File: config.mk
export PLATFORM = sky130hd
export DESIGN_NAME = execute_hazard_unit
export DESIGN_NICKNAME = d
export VERILOG_FILES = /design/src/rtl/execute_hazard_unit.sv
export SDC_FILE = /design/constraint.sdc
export NUM_CORES = 1
export LEC_CHECK = 0
export BUFFER_PORTS_ARGS = -buffer_cell sky130_fd_sc_hd__buf_2
export CORE_ASPECT_RATIO = 1.5
export CORE_UTILIZATION = 56
export CTS_BUF_LIST = sky130_fd_sc_hd__clkbuf_8
export CTS_CLUSTER_SIZE = 14
export DETAILED_ROUTE_END_ITERATION = 12
export GPL_TIMING_DRIVEN = 0
export HOLD_SLACK_MARGIN = 0.06
export MAX_ROUTING_LAYER = met4
export PLACE_DENSITY = 0.87
export SLEW_MARGIN = 20
export SYNTH_ARGS = -nofsm -noshare
export SYNTH_HDL_FRONTEND = slang
export SYNTH_SLANG_ARGS = --single-unit
File: constraint.sdc
create_clock -name clk -period 3.6 [get_ports clk]
set_input_delay 0.36 -clock clk [delete_from_list [all_inputs] [get_ports clk]]
set_output_delay 0.36 -clock clk [all_outputs]
set_load 0.01 [all_outputs]
File: src/rtl/execute_hazard_unit.sv
// Execute-stage hazard unit: tracks in-flight destination tags, picks forwarding
// sources for Rn/Rm/Rs and stalls on load-use hazards.
module execute_hazard_unit #(
    parameter  int NUM_FWD  = 2,
    parameter  int REG_W    = 4,
    parameter  int LOAD_LAT = 1,
    parameter  int PC_REG   = 15,
    localparam int SW       = $clog2(NUM_FWD + 1)
) (
    input  logic             clk,
    input  logic             rst_n,
    input  logic             instr_valid,
    input  logic [REG_W-1:0] rn,
    input  logic [REG_W-1:0] rm,
    input  logic [REG_W-1:0] rs,
    input  logic             use_rn,
    input  logic             use_rm,
    input  logic             use_rs,
    input  logic             wr_en,
    input  logic [REG_W-1:0] rd_in,
    input  logic             is_load,
    input  logic             flush,
    output logic [SW-1:0]    sel_A_in,
    output logic [SW-1:0]    sel_B_in,
    output logic [SW-1:0]    sel_shift_in,
    output logic             stall,
    output logic [15:0]      stall_count
);

    // Index k holds the tag for stage k+1 (index 0 = nearest stage).
    logic [NUM_FWD-1:0]            tag_valid_r;
    logic [NUM_FWD-1:0]            tag_load_r;
    logic [NUM_FWD-1:0][REG_W-1:0] tag_rd_r;

    logic [SW-1:0] sel_a_s;
    logic [SW-1:0] sel_b_s;
    logic [SW-1:0] sel_sh_s;
    logic          hazard_s;
    logic          stall_s;
    logic          enter_s;

    // Youngest matching stage wins, so scan from oldest to nearest.
    function automatic logic [SW-1:0] pick_stage(
        input logic                            use_src,
        input logic [REG_W-1:0]                src,
        input logic                            iv,
        input logic [NUM_FWD-1:0]              valid_v,
        input logic [NUM_FWD-1:0][REG_W-1:0]   rd_v
    );
        logic [SW-1:0] sel;
        sel = {SW{1'b0}};
        for (int k = NUM_FWD - 1; k >= 0; k--) begin
            if (use_src && iv && valid_v[k] && (rd_v[k] == src) &&
                (src != REG_W'(PC_REG))) begin
                sel = SW'(k + 1);
            end else begin
                sel = sel;
            end
        end
        return sel;
    endfunction

    // A selected load is not yet forwardable while it sits at or before LOAD_LAT.
    function automatic logic load_hazard(
        input logic [SW-1:0]      sel,
        input logic [NUM_FWD-1:0] load_v
    );
        logic hz;
        hz = 1'b0;
        for (int k = 0; k < NUM_FWD; k++) begin
            if ((sel == SW'(k + 1)) && load_v[k] && ((k + 1) <= LOAD_LAT)) begin
                hz = 1'b1;
            end else begin
                hz = hz;
            end
        end
        return hz;
    endfunction

    // Operand source selection and load-use stall decision.
    always_comb begin
        sel_a_s  = pick_stage(use_rn, rn, instr_valid, tag_valid_r, tag_rd_r);
        sel_b_s  = pick_stage(use_rm, rm, instr_valid, tag_valid_r, tag_rd_r);
        sel_sh_s = pick_stage(use_rs, rs, instr_valid, tag_valid_r, tag_rd_r);
        hazard_s = load_hazard(sel_a_s, tag_load_r) |
                   load_hazard(sel_b_s, tag_load_r) |
                   load_hazard(sel_sh_s, tag_load_r);
        stall_s  = hazard_s & ~flush;
    end

    assign sel_A_in     = sel_a_s;
    assign sel_B_in     = sel_b_s;
    assign sel_shift_in = sel_sh_s;
    assign stall        = stall_s;
    assign enter_s      = instr_valid & wr_en & ~stall & ~flush;

    // Tag pipeline: shift every cycle; stalled or flushed instructions enter as bubbles.
    always_ff @(posedge clk or negedge rst_n) begin
        if (!rst_n) begin
            tag_valid_r <= {NUM_FWD{1'b0}};
            tag_load_r  <= {NUM_FWD{1'b0}};
            tag_rd_r    <= {(NUM_FWD * REG_W){1'b0}};
        end else begin
            for (int k = NUM_FWD - 1; k >= 1; k--) begin
                tag_valid_r[k] <= tag_valid_r[k-1];
                tag_load_r[k]  <= tag_load_r[k-1];
                tag_rd_r[k]    <= tag_rd_r[k-1];
            end
            tag_valid_r[0] <= enter_s;
            tag_load_r[0]  <= enter_s & is_load;
            tag_rd_r[0]    <= enter_s ? rd_in : {REG_W{1'b0}};
        end
    end

    // Saturating stall-cycle counter.
    always_ff @(posedge clk or negedge rst_n) begin
        if (!rst_n) begin
            stall_count <= 16'd0;
        end else if (stall && (stall_count != 16'hFFFF)) begin
            stall_count <= stall_count + 16'd1;
        end else begin
            stall_count <= stall_count;
        end
    end

endmodule

==> flow_summary.yaml, run 1 <==
sta:
  setup_tns_ns: 0
  fmax_ghz: 0.4116
  min_period_over_period: 0.6749
  period_minus_slack_ns: 2.430
  rsz0062_at_grt: "no"
  worstMarginPinSlew_ns: 0.5895
  drv_slew: 0
  relSlewSlack: 0.6070
  skew_ns: 0.006367
  finalHoldViolCount: 0
  setup_viol_count_final: 0
setup_path:
  path_depth: 7
  cp_data_required_time_ns: 3.24
  crit_path_end: "stall"
  timing.rr.end: "stall_count[11]"
  slowest_stage: "o31ai_2"
  crit_fanout: 10
  crit_start: "tag_rd_r[0]"
  rr_worst_depth: 7
  critPathLaunchType: "flop"
  end_kind: "primary output"
  cp.buffers_inverters: 4
  r2r_setup_slack_ns: 1.42
  r2r-start: "tag_rd_r[0]"
  cp_cell_sequence: "inv_2 > o211ai_1 > nor4b_4 > o31ai_2 > buf_6 > inv_1 > buf_2"
  cp_top_family: "compound AO/OA/AOI/OAI gates"
  cp.arrival_ns: 2.07
  crit_type: "flop to primary output"
  max_stage_delay_ns: 0.55
min_path:
  hold_class: "input port to asynchronous set/reset pin"
synthesis:
  yosys-top-cells-area: "dfrtp_1 (45%), xnor2_1 (13%), xor2_1 (7.0%)"
  avgSynthCellArea_um2: 10.53
  synth-main-ff-cell: "dfrtp_1"
  synth_most_common_cell: "dfrtp_1"
  yosys_warnings: 0
  synth_area_um2: 1495
  netlist.area_leader.share: 0.4519
  synth_largest_area_cell: "dfrtp_1"
  synth_edf_count: 0
  yosysSeqAreaShare: 0.4519
  syn_nets: 168
  synth_cell_types: 30
  synth_seq_cells: 27
  netlist_instances: 142
  netlist_top_cells_count: "dfrtp_1 (27), xnor2_1 (22), nand2_1 (12), nand3_1 (12), xor2_1 (12)"
  async_reset_ff_frac: 1.000
clock_tree:
  cts.reportedPaths.clkPinSlew_ns: 0.09
  cts.sinks: 27
  h-tree-depth: 1
  clk_latency_ns: 0.27
  clock_path_buffers: 2
  cts_resized: 0
  cts_tree: "yes"
  cts_made_buffers: 3
  cts_setup_buffers: 0
  cts_hold_buf: 0
  cts_root_buf: "clkbuf_8"
flow_run:
  maxCapViolations: 0
routing:
  top_layer_used: "met4"
  firstDrtPassIters: 8
  wl_met3_um: 165
  drt-met1-wl_um: 1287
  detail-route-antenna-nets: 0
  vias: 1296
  wl_met2_um: 1808
  drt-total-wl_um: 3390
  viasPerCell: 5.972
  drc: 4
  post_drt_wl_per_cell_um: 15.62
  drt_iter0_markers: 39
grt:
  grt_overflow: 0
  antenna_found_initial: 0
  first_global_vias: 1310
  grt_start_max_net_pins: 28
  grt_pass1_wl_um: 5375
  grt_usage: 0.2589
finish:
  stdcell_count: 217
  antenna_cells: 0
  final_nets: 220
  final_core_util: 0.7288
  fillCellCount: 188
  drive_above_1_share: 0.3212
  syn_to_final_growth_pct: 20.75
pwr:
  power_density_nw_per_um2: 294.2
  leakage_uw: 0.0009026
  p_total_uw: 531.2
  peakVddDrop_mv: 0.2392
place:
  dp_hpwl_um: 2675
  gp_congestion: 0.8983
  io_buffers: 47
  dp.cells: 213
run_status:
  violations: "design-rule violations"
  status: "finished with violations"
die:
  core.rowCount: 22
  dieArea_um2: 2885
  ios: 48
  die_h_um: 65.29
  coreArea_um2: 2477
  die_w_um: 44.19
  initial_core_util: 0.6035
==> cells by family (layout without fill, tap and decap cells) <==
family | Yosys count | after routing | synth area share
mux | 3 | 3 | 0.02259
compound gates | 5 | 5 | 0.02762
fa+ha+maj | 1 | 1 | 0.008367
xor+xnor | 34 | 34 | 0.1992
buf+inv | 8 | 59 | 0.02510
flops | 27 | 27 | 0.4519
simple gates | 64 | 64 | 0.2653
==> cells in the final DEF (no fill, tap or decap) <==
cell type   n
and4b_1     1
nand4_1     5
nor3_2      2
o22ai_1     1
a222oi_1    1
dfrtp_1    27
mux2_2      3
nor2_1      3
and3_1      2
and2_1      5
nand2_1    12
o21ai_0     1
buf_6       1
nor3b_1     3
clkbuf_8    3
nor4_1      8
xnor2_1    22
nor3_1      4
ha_1        1
and4_1      1
buf_2      47
inv_1       6
buf_1       1
nor4b_4     1
nor2b_1     1
inv_2       1
o31ai_2     1
nor4_2      3
xor2_1     12
nand2b_1    1
nand3_1    12
o211ai_1    1
==> where the power goes <==
part | internal, uW | switching, uW
Sequential | 307 | 4.70
Clock | 76.4 | 88.6
Combinational | 26.3 | 28.7
Total | 409 | 122
==> metrics by stage <==
stage               area [um^2]  worst slack (ns)  hold slack, ns
finish                     1805             1.170         0.08079
global route               1805             1.014          0.1189
global placement           1760             1.454          0.3766
CTS                        1805             1.179         0.09577
floorplan                  1495             1.586         0.06441
detailed placement         1760             1.410          0.3927
==> worst min-delay path by stage <==
stage	start	endpoint	depth (start not counted)
6_report	rst_n	stall_count[2]	1
5_1_grt	rst_n	stall_count[1]	1
4_1_cts	rst_n	stall_count[2]	1
3_5_place_dp	rst_n	stall_count[2]	1
3_3_place_gp	rst_n	stall_count[3]	1
2_1_floorplan	rst_n	stall_count[0]	0
==> flip-flops by register name (all words and copies together), names as in the netlist <==
register     flops
tag_valid_r      2
stall_count     16
tag_load_r       1
tag_rd_r         8
==> cell type report <==
type | instances | area [um^2] | share of cell area
buffer | 2 | 15.01 | 0.008316
clock buffer | 3 | 41.29 | 0.02287
clock inverter | 1 | 3.754 | 0.002079
inverter | 6 | 22.52 | 0.01247
multi-input combinational | 107 | 782.0 | 0.4331
sequential | 27 | 675.6 | 0.3742
tap | 24 | 30.03 | 0.01663
timing repair buffer | 47 | 235.2 | 0.1303
==> metal layers <==
metal  global-route usage  vias to the layer above
li1                     -                      604
met1               0.2560                      620
met2               0.4669                       60
met3              0.02747                       12
met4               0.1553                        0
met5                    -                        -
Note: power is estimated with default switching activity, not from simulation.
==> run 2, diff against run 1 <==
--- a/config.mk
+++ b/config.mk
@@ -5,6 +5,7 @@
 export SDC_FILE = /design/constraint.sdc
 export NUM_CORES = 1
 export LEC_CHECK = 0
+export ABC_AREA = 1
 export BUFFER_PORTS_ARGS = -buffer_cell sky130_fd_sc_hd__buf_2
 export CORE_ASPECT_RATIO = 1.5
 export CORE_UTILIZATION = 56
@@ -14,7 +15,7 @@
 export GPL_TIMING_DRIVEN = 0
 export HOLD_SLACK_MARGIN = 0.06
 export MAX_ROUTING_LAYER = met4
-export PLACE_DENSITY = 0.87
+export PLACE_DENSITY = 0.83
 export SLEW_MARGIN = 20
 export SYNTH_ARGS = -nofsm -noshare
 export SYNTH_HDL_FRONTEND = slang
==> constraint.sdc (replaced) <==
create_clock -name clk -period 2.35 [get_ports clk]
set_input_delay 0.235 -clock clk [delete_from_list [all_inputs] [get_ports clk]]
set_output_delay 0.235 -clock clk [all_outputs]
set_load 0.01 [all_outputs]
==> flow_summary.yaml, run 2 <==
run_status:
  status: "completed"
finish:
  drive_above_1_share: 0.2493
  antenna_cells: 0
  layout_common_cells: "nand2_1 (102), inv_1 (53), buf_2 (48), nor2_1 (35), dfrtp_1 (27)"
  fillCellCount: 323
  stdcell_count: 391
  regMostFlops: "stall_count"
  syn_to_final_growth_pct: 16.88
  final_core_util: 0.6909
  final_nets: 376
  top_regs: "stall_count x16, tag_rd_r x8, tag_valid_r x2"
  final_common_cell: "nand2_1"
  largest_register_ffs: 16
grt:
  first_global_vias: 1896
  grt_overflow: 0
  grt_usage: 0.2856
  grt_pass1_wl_um: 7900
  grt_start_max_net_pins: 28
  antenna_found_initial: 0
routing:
  firstDrtPassIters: 4
  drc: 0
  detail-route-antenna-nets: 0
  viasPerCell: 5.102
  vias: 1995
  post_drt_wl_per_cell_um: 12.32
  drt-total-wl_um: 4816
  drt_iter0_markers: 46
die:
  die_h_um: 75.89
  core.rowCount: 26
  die_w_um: 51.26
  initial_core_util: 0.5911
  coreArea_um2: 3448
  ios: 48
  dieArea_um2: 3890
sta:
  setup_tns_ns: 0
  period_minus_slack_ns: 1.911
  relSlewSlack: 0.5930
  fmax_ghz: 0.5232
  finalHoldViolCount: 0
  setup_viol_count_final: 0
  worstMarginPinSlew_ns: 0.6105
  min_period_over_period: 0.8133
  skew_ns: 0.003787
  rsz0062_at_grt: "no"
  drv_slew: 0
pwr:
  p_sw_uw: 220.1
  power_density_nw_per_um2: 357.2
  p_total_uw: 850.9
  combPwrFrac: 0.127
  swShare: 0.2587
  seqPwrFrac: 0.559
  p_int_uw: 630.8
  peakVddDrop_mv: 0.4471
  leakage_uw: 0.001341
  clkPwrFrac: 0.314
setup_path:
  crit_type: "flop to primary output"
  cp.arrival_ns: 1.68
  crit_fanout: 3
  cp_data_required_time_ns: 2.12
  r2r_setup_slack_ns: 0.73
  rr_worst_depth: 8
  timing.rr.end: "stall_count[14]"
  r2r-start: "stall_count[0]"
  end_kind: "primary output"
  critPathLaunchType: "flop"
synthesis:
  netlist_instances: 297
  yosys_warnings: 0
  netlist_top_cells_count: "nand2_1 (102), inv_1 (53), nor2_1 (35)"
  synth-main-ff-cell: "dfrtp_1"
  yosys-top-cells-area: "dfrtp_1 (33%), nand2_1 (19%), inv_1 (9.8%)"
  netlist.area_leader.share: 0.3315
  synth_edf_count: 0
  async_reset_ff_frac: 1.000
  synth_seq_cells: 27
  synth_largest_area_cell: "dfrtp_1"
  synth_area_um2: 2038
  synth_cell_types: 23
  yosysSeqAreaShare: 0.3315
  avgSynthCellArea_um2: 6.863
  syn_nets: 323
  synth_most_common_cell: "nand2_1"
clock_tree:
  cts_setup_buffers: 0
  cts_made_buffers: 3
  cts_tree: "yes"
  cts.sinks: 27
  cts.reportedPaths.clkPinSlew_ns: 0.09
  cts_root_buf: "clkbuf_8"
  clk_latency_ns: 0.28
  h-tree-depth: 1
  clock_path_buffers: 2
place:
  dp.cells: 386
  dp_hpwl_um: 3749
  gp_congestion: 0.8846
  io_buffers: 47
min_path:
  hold_path_depth: 3
  hp-start: "rd_in[3]"
  hold_class: "input port to flop"
  hold_path_end: "tag_rd_r[3]"
flow_run:
  maxCapViolations: 0
-- run 2: layout make-up --
class / instances / area (um^2) / area share
Multi-Input combinational cell: 208 / 1082 / 0.4543
Sequential cell: 27 / 675.6 / 0.2836
Timing Repair Buffer: 48 / 245.2 / 0.1029
Inverter: 56 / 210.2 / 0.08824
Buffer: 6 / 70.07 / 0.02941
Tap cell: 42 / 52.55 / 0.02206
Clock buffer: 3 / 41.29 / 0.01733
Clock inverter: 1 / 5.005 / 0.002101
-- run 2: worst max path at each step --
stage | startpoint | endpoint | slack, ns | cells past startpoint
2_1_floorplan | stall_count[0] | stall_count[4] | 0.91 | 8
3_3_place_gp | stall_count[0] | stall_count[14] | 0.75 | 8
3_5_place_dp | stall_count[0] | stall_count[14] | 0.76 | 8
4_1_cts | tag_rd_r[0] | stall | 0.50 | 9
5_1_grt | tag_rd_r[0] | stall | 0.36 | 9
6_report | tag_rd_r[6] | sel_A_in[1] | 0.44 | 5
-- run 2: critical path, cell delays in order (launching register included) --
cell and delay, ns:
dfrtp_1 0.43, xor2_1 0.15, nor2_1 0.20, nand3_1 0.15, nor4_1 0.28, buf_2 0.19
-- run 2: logic make-up (layout without fill, tap and decap cells) --
kind of cell / Yosys count / after routing / synth area share
adders and majority gates: 1 / 1 / 0.006138
buffers and inverters: 62 / 114 / 0.1375
AOI/OAI and AO/OA: 1 / 1 / 0.002453
xor gates and xnor gates: 12 / 12 / 0.05156
DFF: 27 / 27 / 0.3315
and+or+nand+nor: 194 / 194 / 0.4708
-- run 2: power groups by stage --
stage / combinational, uW / clock, uW / sequential [uW]
6_report: 108 / 267 / 476
3_5_place_dp: 106 / 0 / 485
2_1_floorplan: 54.3 / 0 / 484
5_1_grt: 120 / 287 / 477
3_3_place_gp: 104 / 0 / 485
4_1_cts: 108 / 275 / 476
-- run 2: repair_timing --
item,4_1_cts,5_1_grt
hold buffers,1,0
resized for setup,0,0
hold endpoints to repair,27,0
-- run 2: per-layer routing --
| layer | share of wire | track usage | wire (um) |
|---|---|---|---|
| met5 | 0 | - | 0 |
| met4 | 0.035 | 0.1502 | 168 |
| met1 | 0.38 | 0.2749 | 1834 |
| met3 | 0.028 | 0.01796 | 137 |
| met2 | 0.56 | 0.5599 | 2675 |
-- run 2: metrics by stage --
step | setup WS, ns | hold slack (ns) | instance area, um^2
2_1_floorplan | 0.9090 | -0.06059 | 2038
3_3_place_gp | 0.7497 | 0.2772 | 2326
3_5_place_dp | 0.7565 | 0.2791 | 2326
4_1_cts | 0.4979 | 0.1471 | 2382
5_1_grt | 0.3586 | 0.1617 | 2382
6_report | 0.4387 | 0.1510 | 2382
